## config.mk

```make
export PLATFORM = sky130hd
export DESIGN_NAME = icache_dm
export DESIGN_NICKNAME = d
export VERILOG_FILES = /design/src/rtl/icache_dm_pkg.sv /design/src/rtl/icache_array.sv /design/src/rtl/icache_dm.sv
export SDC_FILE = /design/constraint.sdc
export NUM_CORES = 2
export LEC_CHECK = 0
export CORE_ASPECT_RATIO = 1.25
export CORE_MARGIN = 4
export CORE_UTILIZATION = 55
export DETAILED_ROUTE_END_ITERATION = 12
export PLACE_DENSITY = 0.8
export RECOVER_POWER = 25
export REMOVE_ABC_BUFFERS = 1
export SYNTH_ARGS = -nofsm -noshare
export SYNTH_HDL_FRONTEND = slang
export SYNTH_SLANG_ARGS = --single-unit
```

## constraint.sdc

```tcl
create_clock -name clock_i -period 5 [get_ports clock_i]
set_input_delay 1.25 -clock clock_i [delete_from_list [all_inputs] [get_ports clock_i]]
set_output_delay 1.25 -clock clock_i [all_outputs]
set_load 0.1 [all_outputs]
```

## src/rtl/icache_dm_pkg.sv

```systemverilog
// Shared definitions for the direct-mapped instruction cache:
// controller state encoding, datapath width and address-field width helpers.
package icache_dm_pkg;

    localparam int XLEN = 32;

    typedef enum logic [1:0] {
        S_IDLE     = 2'd0,
        S_MISS_REQ = 2'd1,
        S_REFILL   = 2'd2,
        S_RESPOND  = 2'd3
    } state_e;

    function automatic int idx_bits(input int num_lines);
        return $clog2(num_lines);
    endfunction

    function automatic int off_bits(input int words_per_line);
        return $clog2(words_per_line);
    endfunction

    // Tag is whatever remains above index, word offset and the 2 byte bits.
    function automatic int tag_bits(input int num_lines, input int words_per_line);
        return XLEN - idx_bits(num_lines) - off_bits(words_per_line) - 2;
    endfunction

endpackage

```

## src/rtl/icache_array.sv

```systemverilog
// Storage for the direct-mapped instruction cache.
// Ports:
//   clk_i, rst_i   clock, async active-high reset (valid bits only)
//   rd_waddr_i     word address (byte address >> 2) looked up combinationally
//   rd_hit_o       line valid and tag match for rd_waddr_i
//   rd_data_o      stored word at rd_waddr_i (independent of hit)
//   wr_en_i        write wr_data_i into the word selected by wr_waddr_i
//   wr_waddr_i     word address of the refill write (also supplies tag/index)
//   tag_we_i       write tag of wr_waddr_i and set line valid to tag_valid_i
//   inv_all_i      clear every valid bit; wins over a same-cycle tag write
module icache_array
    import icache_dm_pkg::*;
#(
    parameter int NUM_LINES      = 16,
    parameter int WORDS_PER_LINE = 4
) (
    input  logic            clk_i,
    input  logic            rst_i,
    input  logic [XLEN-3:0] rd_waddr_i,
    output logic            rd_hit_o,
    output logic [XLEN-1:0] rd_data_o,
    input  logic            wr_en_i,
    input  logic [XLEN-3:0] wr_waddr_i,
    input  logic [XLEN-1:0] wr_data_i,
    input  logic            tag_we_i,
    input  logic            tag_valid_i,
    input  logic            inv_all_i
);

    localparam int IDX_W = idx_bits(NUM_LINES);
    localparam int OFF_W = off_bits(WORDS_PER_LINE);
    localparam int TAG_W = tag_bits(NUM_LINES, WORDS_PER_LINE);
    localparam int DEPTH = NUM_LINES * WORDS_PER_LINE;

    logic [XLEN-1:0]      data_q [DEPTH];
    logic [TAG_W-1:0]     tag_q  [NUM_LINES];
    logic [NUM_LINES-1:0] valid_q;

    logic [IDX_W-1:0] rd_line;
    logic [TAG_W-1:0] rd_tag;
    logic [IDX_W-1:0] wr_line;
    logic [TAG_W-1:0] wr_tag;

    assign rd_line = rd_waddr_i[OFF_W +: IDX_W];
    assign rd_tag  = rd_waddr_i[XLEN-3 -: TAG_W];
    assign wr_line = wr_waddr_i[OFF_W +: IDX_W];
    assign wr_tag  = wr_waddr_i[XLEN-3 -: TAG_W];

    assign rd_hit_o  = valid_q[rd_line] && (tag_q[rd_line] == rd_tag);
    assign rd_data_o = data_q[rd_waddr_i[IDX_W+OFF_W-1:0]];

    // Data and tags carry no reset; only the valid bits define contents.
    always_ff @(posedge clk_i) begin
        if (wr_en_i) begin
            data_q[wr_waddr_i[IDX_W+OFF_W-1:0]] <= wr_data_i;
        end
        if (tag_we_i) begin
            tag_q[wr_line] <= wr_tag;
        end
    end

    always_ff @(posedge clk_i or posedge rst_i) begin
        if (rst_i) begin
            valid_q <= '0;
        end else if (inv_all_i) begin
            valid_q <= '0;
        end else if (tag_we_i) begin
            valid_q[wr_line] <= tag_valid_i;
        end
    end

endmodule

```

## src/rtl/icache_dm.sv

```systemverilog
// Direct-mapped, read-only instruction cache with line refill from memory.
// Ports:
//   clock_i, reset_i          clock, async active-high reset
//   req_valid_i/req_addr_i    fetch request (byte address, bits [1:0] ignored)
//   req_ready_o               request accepted this cycle (IDLE only)
//   resp_valid_o/resp_instr_o fetched instruction, one cycle after acceptance
//                             on a hit, one cycle after RESPOND on a miss
//   flush_i                   invalidate all lines
//   mem_req_*                 line-aligned refill request handshake
//   mem_resp_valid_i/data_i   refill beats in ascending word order
//
// state      | meaning
// -----------+----------------------------------------------------------
// S_IDLE     | accepting fetches; hits answered next cycle
// S_MISS_REQ | refill request held on mem_req_* until accepted
// S_REFILL   | writing incoming beats into the line at beat_q
// S_RESPOND  | line complete; requested word read and presented next cycle
module icache_dm
    import icache_dm_pkg::*;
#(
    parameter int NUM_LINES      = 16,
    parameter int WORDS_PER_LINE = 4
) (
    input  logic            clock_i,
    input  logic            reset_i,
    input  logic            req_valid_i,
    input  logic [XLEN-1:0] req_addr_i,
    output logic            req_ready_o,
    output logic            resp_valid_o,
    output logic [XLEN-1:0] resp_instr_o,
    input  logic            flush_i,
    output logic            mem_req_valid_o,
    input  logic            mem_req_ready_i,
    output logic [XLEN-1:0] mem_req_addr_o,
    input  logic            mem_resp_valid_i,
    input  logic [XLEN-1:0] mem_resp_data_i
);

    localparam int              OFF_W     = off_bits(WORDS_PER_LINE);
    localparam logic [XLEN-1:0] LINE_MASK = ~(XLEN'(WORDS_PER_LINE * 4 - 1));

    state_e            state_q;
    logic [XLEN-3:0]   addr_q;
    logic [OFF_W-1:0]  beat_q;
    logic              flush_pend_q;
    logic              resp_valid_q;
    logic [XLEN-1:0]   resp_instr_q;
    logic              mem_req_valid_q;
    logic [XLEN-1:0]   mem_req_addr_q;

    logic [XLEN-3:0]   lookup_waddr;
    logic              rd_hit;
    logic [XLEN-1:0]   rd_data;
    logic              beat_we;
    logic              last_beat;

    // In IDLE the array looks at the incoming request; otherwise it points at
    // the captured miss address so RESPOND can read back the requested word.
    assign lookup_waddr = (state_q == S_IDLE) ? req_addr_i[XLEN-1:2] : addr_q;

    assign beat_we   = (state_q == S_REFILL) && mem_resp_valid_i;
    assign last_beat = beat_we && (beat_q == OFF_W'(WORDS_PER_LINE - 1));

    icache_array #(
        .NUM_LINES      (NUM_LINES),
        .WORDS_PER_LINE (WORDS_PER_LINE)
    ) u_array (
        .clk_i       (clock_i),
        .rst_i       (reset_i),
        .rd_waddr_i  (lookup_waddr),
        .rd_hit_o    (rd_hit),
        .rd_data_o   (rd_data),
        .wr_en_i     (beat_we),
        .wr_waddr_i  ({addr_q[XLEN-3:OFF_W], beat_q}),
        .wr_data_i   (mem_resp_data_i),
        .tag_we_i    (last_beat),
        // A flush seen at any point during this miss leaves the line invalid.
        .tag_valid_i (!(flush_pend_q || flush_i)),
        .inv_all_i   (flush_i)
    );

    always_ff @(posedge clock_i or posedge reset_i) begin
        if (reset_i) begin
            state_q         <= S_IDLE;
            addr_q          <= '0;
            beat_q          <= '0;
            flush_pend_q    <= 1'b0;
            resp_valid_q    <= 1'b0;
            resp_instr_q    <= '0;
            mem_req_valid_q <= 1'b0;
            mem_req_addr_q  <= '0;
        end else begin
            resp_valid_q <= 1'b0;
            case (state_q)
                S_IDLE: begin
                    if (req_valid_i) begin
                        // A same-cycle flush turns a would-be hit into a miss.
                        if (rd_hit && !flush_i) begin
                            resp_valid_q <= 1'b1;
                            resp_instr_q <= rd_data;
                        end else begin
                            addr_q          <= req_addr_i[XLEN-1:2];
                            mem_req_valid_q <= 1'b1;
                            mem_req_addr_q  <= req_addr_i & LINE_MASK;
                            state_q         <= S_MISS_REQ;
                        end
                    end
                end
                S_MISS_REQ: begin
                    if (flush_i) begin
                        flush_pend_q <= 1'b1;
                    end
                    if (mem_req_ready_i) begin
                        mem_req_valid_q <= 1'b0;
                        state_q         <= S_REFILL;
                    end
                end
                S_REFILL: begin
                    if (flush_i) begin
                        flush_pend_q <= 1'b1;
                    end
                    if (last_beat) begin
                        beat_q       <= '0;
                        flush_pend_q <= 1'b0;
                        state_q      <= S_RESPOND;
                    end else if (beat_we) begin
                        beat_q <= beat_q + 1'b1;
                    end
                end
                S_RESPOND: begin
                    resp_valid_q <= 1'b1;
                    resp_instr_q <= rd_data;
                    state_q      <= S_IDLE;
                end
                default: state_q <= S_IDLE;
            endcase
        end
    end

    assign req_ready_o     = (state_q == S_IDLE);
    assign resp_valid_o    = resp_valid_q;
    assign resp_instr_o    = resp_instr_q;
    assign mem_req_valid_o = mem_req_valid_q;
    assign mem_req_addr_o  = mem_req_addr_q;

endmodule
```

-- After elaboration in Yosys (flattened, before gate mapping)
Memory sizes are Yosys's and may differ from the RTL's.
Cells that the tools add are included.
- flip-flop bits (word level): 113
- bits in writable memories: 2432
- bits of input ports: 70
- output and inout bits: 67
- word-level logic and storage cells: 77
- memories kept: 2
- memory list (memory ; depth ; width ; rd ports ; clocked after Yosys merged registers in ; wr ports ; line ; source):
    u_array.data_q ; 64 ; 32 ; 1 ; 0 ; 1 ; icache_array.sv:35 ; logic [XLEN-1:0] data_q [DEPTH];
    u_array.tag_q ; 16 ; 24 ; 1 ; 0 ; 1 ; icache_array.sv:36 ; logic [TAG_W-1:0] tag_q [NUM_LINES];
- add/subtract/negate cells: 1
- $lt $le $gt $ge: 3
- equal/unequal tests: 10
- multiplexer cells: 32
- bitwise gates (word level): 1
- reductions and logical operators: 19
- operators by type and width (operator ; number):
    32-bit two-way mux ; 2
    32-bit case mux with 2 select lines ; 1
    16-bit two-way mux ; 2
    30-bit two-way mux ; 1
    24-bit == test ; 1
    16-bit bitwise mux ; 1
    1-bit two-way mux ; 13
    2-bit two-way mux ; 6
    4-bit by 5-bit < comparator with 1-bit output (second input constant) ; 2
    2-bit nonzero test ; 5
    2-bit inequality test (second input constant) ; 4
    2-bit case mux with 4 select lines ; 1
    4-bit AND reduction ; 2
    2-bit == test (second input constant) ; 3
    1-bit case mux with 2 select lines ; 3
    3-bit AND reduction ; 2
    1-bit logical AND ; 5
    1-bit binary-select mux with 4-bit select ; 1
    1-bit demux with 4-bit select ; 1
    4-bit by 1-bit greater-or-equal comparator with 1-bit output (second input constant) ; 1
    2-bit by 1-bit adder with 2-bit output (second input constant) ; 1
    2-bit by 1-bit == test with 1-bit output (second input constant) ; 1
    1-bit zero test ; 2
    2-bit zero test ; 1
    other kinds (4) ; 4

-- Longest topological paths before layout
- depth in word-level cells: 9
- mapped depth: 19
- mapped depth without buffers: 12

-- Hierarchy
Synthesis repeated with hierarchy kept, for this count alone.
- cells, all modules: 4009
- area total of the unflattened synthesis: 97274.5 µm²
- by module, submodules not included (module ; instances ; cells each ; area each (µm²) ; sequential area each (µm²)):
    icache_array ; 1 ; 3769 ; 93771.2 ; 73430.4
    icache_dm ; 1 ; 240 ; 3503.4 ; 1726.7

-- Least setup slack after synthesis
OpenSTA, ideal clock, no wires.
- path kind: register to register
- from: register state_q[0]
- to: register resp_instr_q[19], in the netlist resp_instr_o[19]
- library setup time: 0.125 ns
- arrival: 4.782 ns
- data required time: 4.875 ns
- setup slack: 0.093 ns
- stages on the path, launching flop included: 16
- buffers on the path: 6
- period minus slack after synthesis: 4.907 ns
- path through: dfrtp_1 inv_1 ha_1 buf_6 buf_2 mux2i_1 clkbuf_1 clkbuf_1 clkbuf_1 buf_1 mux4_2 nand2_1 nand3_1 a32o_1 a221o_1 mux2_4
- cells in the longest elaborated chain, start to end: 8
- elaborated cells between the ends (all ways): 17
- classes of those cells: eq/ne (4); mux (6); reduce/logical (5); memory (2)
- RTL lines (element ; line ; source):
    start: declaration ; icache_dm.sv:42 ; state_e state_q;
    start signal: assignment ; icache_dm.sv:84 ; state_q <= S_IDLE;
    start signal: assignment ; icache_dm.sv:105 ; state_q <= S_MISS_REQ;
    start signal: assignment ; icache_dm.sv:115 ; state_q <= S_REFILL;
    2-bit zero test * ; -- ;
    net req_ready_o ; icache_dm.sv:28 ; output logic req_ready_o,
    30-bit two-way mux ; icache_dm.sv:59 ; assign lookup_waddr = (state_q == S_IDLE) ? req_addr_i[XLEN-1:2] : addr_q;
    memory read 16 x 24 bit / 1-bit binary-select mux with 4-bit select (equally long branches) ; -- ;
    24-bit == test / 1-bit two-way mux (equally long branches) ; icache_array.sv:49 ; assign rd_hit_o = valid_q[rd_line] && (tag_q[rd_line] == rd_tag);
    1-bit logical AND ; icache_array.sv:49 ;
    1-bit logical AND ; icache_dm.sv:98 ; if (rd_hit && !flush_i) begin
    2-bit by 1-bit inequality test with 1-bit output (no source line) ; -- ;
    3-bit AND reduction (no source line) ; -- ;
    end signal: assignment ; icache_dm.sv:100 ; resp_instr_q <= rd_data;
    end signal: assignment ; icache_dm.sv:132 ; resp_instr_q <= rd_data;
    end: declaration ; icache_dm.sv:47 ; logic [XLEN-1:0] resp_instr_q;
Mark *: on every way through the listed nets, which the timed path passes. The rest lies on a longest branch. The select of a mux whose other input is x is not followed.
A chain may end at the register's enable or synchronous reset.

-- Worst setup path after layout
- from: register state_q[1]
- to: register addr_q[20]
- cells in the longest elaborated chain, start to end: 8
- elaborated cells between the ends (all ways): 10
- classes of those cells: eq/ne (1); mux (3); bitwise (1); reduce/logical (4); memory (1)
- RTL lines (element ; line ; source):
    2-bit zero test * ; icache_dm.sv:59, icache_dm.sv:94 ;
    30-bit two-way mux ; icache_dm.sv:59 ;
    memory read 16 x 24 bit / 1-bit binary-select mux with 4-bit select (equally long branches) ; -- ;
    24-bit == test / 1-bit two-way mux (equally long branches) ; icache_array.sv:49 ;
    1-bit logical AND ; icache_array.sv:49 ;
    1-bit logical AND ; icache_dm.sv:98 ;
    1-bit NOT (no source line) ; -- ;
    3-bit AND reduction (no source line) * ; -- ;
    end signal: assignment ; icache_dm.sv:102 ; addr_q <= req_addr_i[XLEN-1:2];
    end: declaration ; icache_dm.sv:43 ; logic [XLEN-3:0] addr_q;
Every way passes the cells marked *; elsewhere a longest branch is shown, timed or not. The select of a mux whose other input is x is not followed.

==> impl_metrics.tcl <==
set metrics [dict create \
    status "complete, but fails checks" \
    violations "max-capacitance violations, max-slew violations" \
    gr-total-overflow 0 \
    die-area_um2 185000 \
    cts_max_level 4 \
    power_density_nw_per_um2 610 \
    grt_pass1_wl_mm 363 \
    ys_warn_count 0 \
    port_buffers 130 \
    setup_viol 0 \
    area_growth_pct 14.1 \
    routed_wl_mm 248 \
    r2r_slack_ns 0.31 \
    rsz0062_at_grt "false" \
    fin_worst_hold_slack_ns 0.515 \
    cp-end-kind "flip-flop" \
    reg2reg_depth 15 \
    worstSetupPathType "flip-flop to flip-flop" \
    start_kind "flip-flop" \
    gp_congestion 0.855 \
    syn-cell-area_um2 97700 \
    post_cts_buffers 0 \
    ant_nets 0 \
    nFillCells 10900 \
    syn-instance-count 4827 \
    io-pin-count 137 \
    gr-usage-all-layers_pct 27.0 \
    synth-seq-area-share_pct 76.9 \
    cp-endpoint "addr_q[20]$_DFFE_PP0P_" \
    hold_violations 0 \
    max_freq_ghz 0.213 \
    die_height_um 479 \
    dp_hpwl_mm 131 \
    ys_ff_latch 2517 \
    drt_iter0_drc 6831 \
    initial_core_util_pct 55.4 \
    finClkSkew_ns 0.0838 \
    ctsHoldBuffers 0 \
    rr_startpoint "state_q[1]$_DFFE_PP0P_" \
    root_buffer "clkbuf_16" \
    synth_top_area_cell "edfxtp_1" \
    drcViolationCount 0 \
    arrival_ns 5.46 \
    worst-slew-pin-transition_ns 2.86 \
    critPathRequiredTime_ns 5.76 \
    via_per_inst 6.74 \
    rr_endpoint "addr_q[20]$_DFFE_PP0P_" \
    yosys-top-cells-area "edfxtp_1 (75%), mux4_2 (13%), nand2_1 (2.4%)" \
    num-nets-final 5243 \
    drv_cap 21 \
    drv_slew 1339 \
    core_um2 176000 \
    insertion_delay_ns 0.89 \
    worstPathMaxFanout 30 \
    finalCriticalPeriod_ns 4.69 \
    vias 52000 \
    relSlewSlack_pct -90.5 \
    layout-drive-gt1-share_pct 25.4 \
    synth_flop_cell "edfxtp_1" \
    hold_class "flip-flop to flip-flop" \
    cts.sinks 2517 \
    min_period_over_period_pct 93.9 \
    finalPower_uw 67900 \
    die_w_um 385 \
    clkTransAtPathRegs_ns 0.06 \
    grt_pass1_vias 53400 \
    power_leakage_uw 0.0360 \
    avgSynthCellArea_um2 20.2 \
    rows 172 \
    synth-edff-count 2432 \
    clockBufferDepth 3 \
    first_pass_iters 6 \
    yosysTopAreaCellShare_pct 74.7 \
    synth_top_cells_by_count "edfxtp_1 (2432), nand2_1 (626), mux4_2 (567)" \
    antenna_found_initial 4 \
    ys_async_sr_fraction_pct 3.38 \
    crit_start "state_q[1]$_DFFE_PP0P_" \
    grt_max_degree 152 \
    wl_per_cell_um 32.2 \
    cts_tree "yes" \
    synth_most_common_cell "edfxtp_1" \
    irDropWorstVdd_mv 0.681 \
    cts_inserted_buffers 224 \
    cts_resized 0 \
    ys_types 63 \
]
==> area by class of cell <==
type,instances,area [um^2],share of cell area [%]
flip-flops and latches,2517,75200,67.4
multi-input cells,2001,21800,19.6
clock buffers,298,6050,5.43
repair buffers,416,4180,3.75
well taps,2349,2940,2.64
clock inverters,118,1290,1.16
inverters,7,27.5,0.0247
diodes,4,10.0,0.00898
==> worst min-delay path by stage <==
stage / startpoint / end / depth (start not counted)
2_1_floorplan: addr_q[1]$_DFFE_PP0P_ / addr_q[1]$_DFFE_PP0P_ / 1
3_3_place_gp: resp_instr_o[13]$_DFFE_PP0P_ / resp_instr_o[13]$_DFFE_PP0P_ / 1
3_5_place_dp: resp_instr_o[16]$_DFFE_PP0P_ / resp_instr_o[16]$_DFFE_PP0P_ / 1
4_1_cts: resp_instr_o[14]$_DFFE_PP0P_ / resp_instr_o[14]$_DFFE_PP0P_ / 1
5_1_grt: resp_instr_o[6]$_DFFE_PP0P_ / resp_instr_o[6]$_DFFE_PP0P_ / 1
6_report: resp_instr_o[6]$_DFFE_PP0P_ / resp_instr_o[6]$_DFFE_PP0P_ / 1
==> worst max-delay path: stages, from the launching register on <==
cell	delay, ns
dfrtp_1	0.43
inv_1	0.13
ha_1	0.48
mux2_4	0.43
buf_4	0.17
nor2_1	0.43
a32oi_1	0.24
a21o_1	0.23
a41oi_1	0.33
nor4_1	0.11
buf_4	0.16
o2111ai_1	0.12
nor4_4	0.08
buf_4	0.16
nor2_4	0.65
mux2_2	0.42
==> flip-flops by register name, summed over array words and instances, names as in the netlist, 2 cells and up <==
signal           flops
u_array.data_q    2048
state_q              2
u_array.tag_q      384
u_array.valid_q     16
beat_q               2
addr_q              30
resp_instr_o        32
==> metrics by stage <==
stage / cell area [um^2] / worst slack, ns / TNS [ns] / instances / util, %
2_1_floorplan: 96300 / -47.39 / -1745.32 / 4525 / -
3_3_place_gp: 104000 / -0.346 / -19.68 / 7290 / 59.1
3_5_place_dp: 104000 / -0.363 / -20.85 / 7290 / 59.1
4_1_cts: 111000 / 0.375 / 0 / 7706 / 63.2
5_1_grt: 111000 / 0.146 / 0 / 7707 / 63.2
6_report: 111000 / 0.306 / 0 / 7710 / 63.2
==> cells in the final DEF (no fill, tap or decap), types with 11 or more instances in the layout <==
master           netlist  routed
edfxtp_1            2432    2432
nand2_1              626     626
mux4_2               567     567
clkbuf_16              0     225
buf_4                 40     210
a31oi_1              104     104
and3_1               100     100
nand3_1               99      99
clkdlybuf4s50_1        0      96
dfrtp_1               85      85
clkbuf_1             127      79
nor2_4                 0      78
mux2i_1               77      74
buf_12                 0      74
mux2_2                67      65
clkinv_2               0      41
a32o_1                33      33
a221o_1               32      32
clkinv_1               0      32
nor2_1               109      30
bufinv_16              0      19
a211oi_1              18      18
a21oi_1               15      15
clkbuf_8               0      15
xor2_1                14      14
buf_2                 25      14
a32oi_1               12      12
xnor2_1               11      11
==> layer usage <==
metal / part of all wire [%] / up-vias / routed length [um] / global-route usage [%]
met5: 0.014 / - / 34 / 0
met2: 50 / 4208 / 125000 / 44.5
met1: 33 / 26700 / 82900 / 35.0
met4: 4.9 / 6 / 12100 / 11.8
li1: - / 20300 / - / -
met3: 11 / 784 / 28300 / 6.10
==> kinds of logic after synthesis <==
kind of cell	share of synthesized area (%)
xor gates and xnor gates	0.224
DFF	76.9
AOI/OAI and AO/OA	2.06
muxes	15.0
adders and majority gates	0.0768
and+or+nand+nor	4.25
buffers and inverters	1.51
other	0.00384
==> power by group <==
group / switching (uW) / internal [uW] / total, uW
Clock: 7660 / 9540 / 17200
Combinational: 15300 / 10500 / 25700
Sequential: 861 / 24200 / 25000
Total: 23800 / 44200 / 67900
No activity file was read; power rests on OpenSTA's default activity.
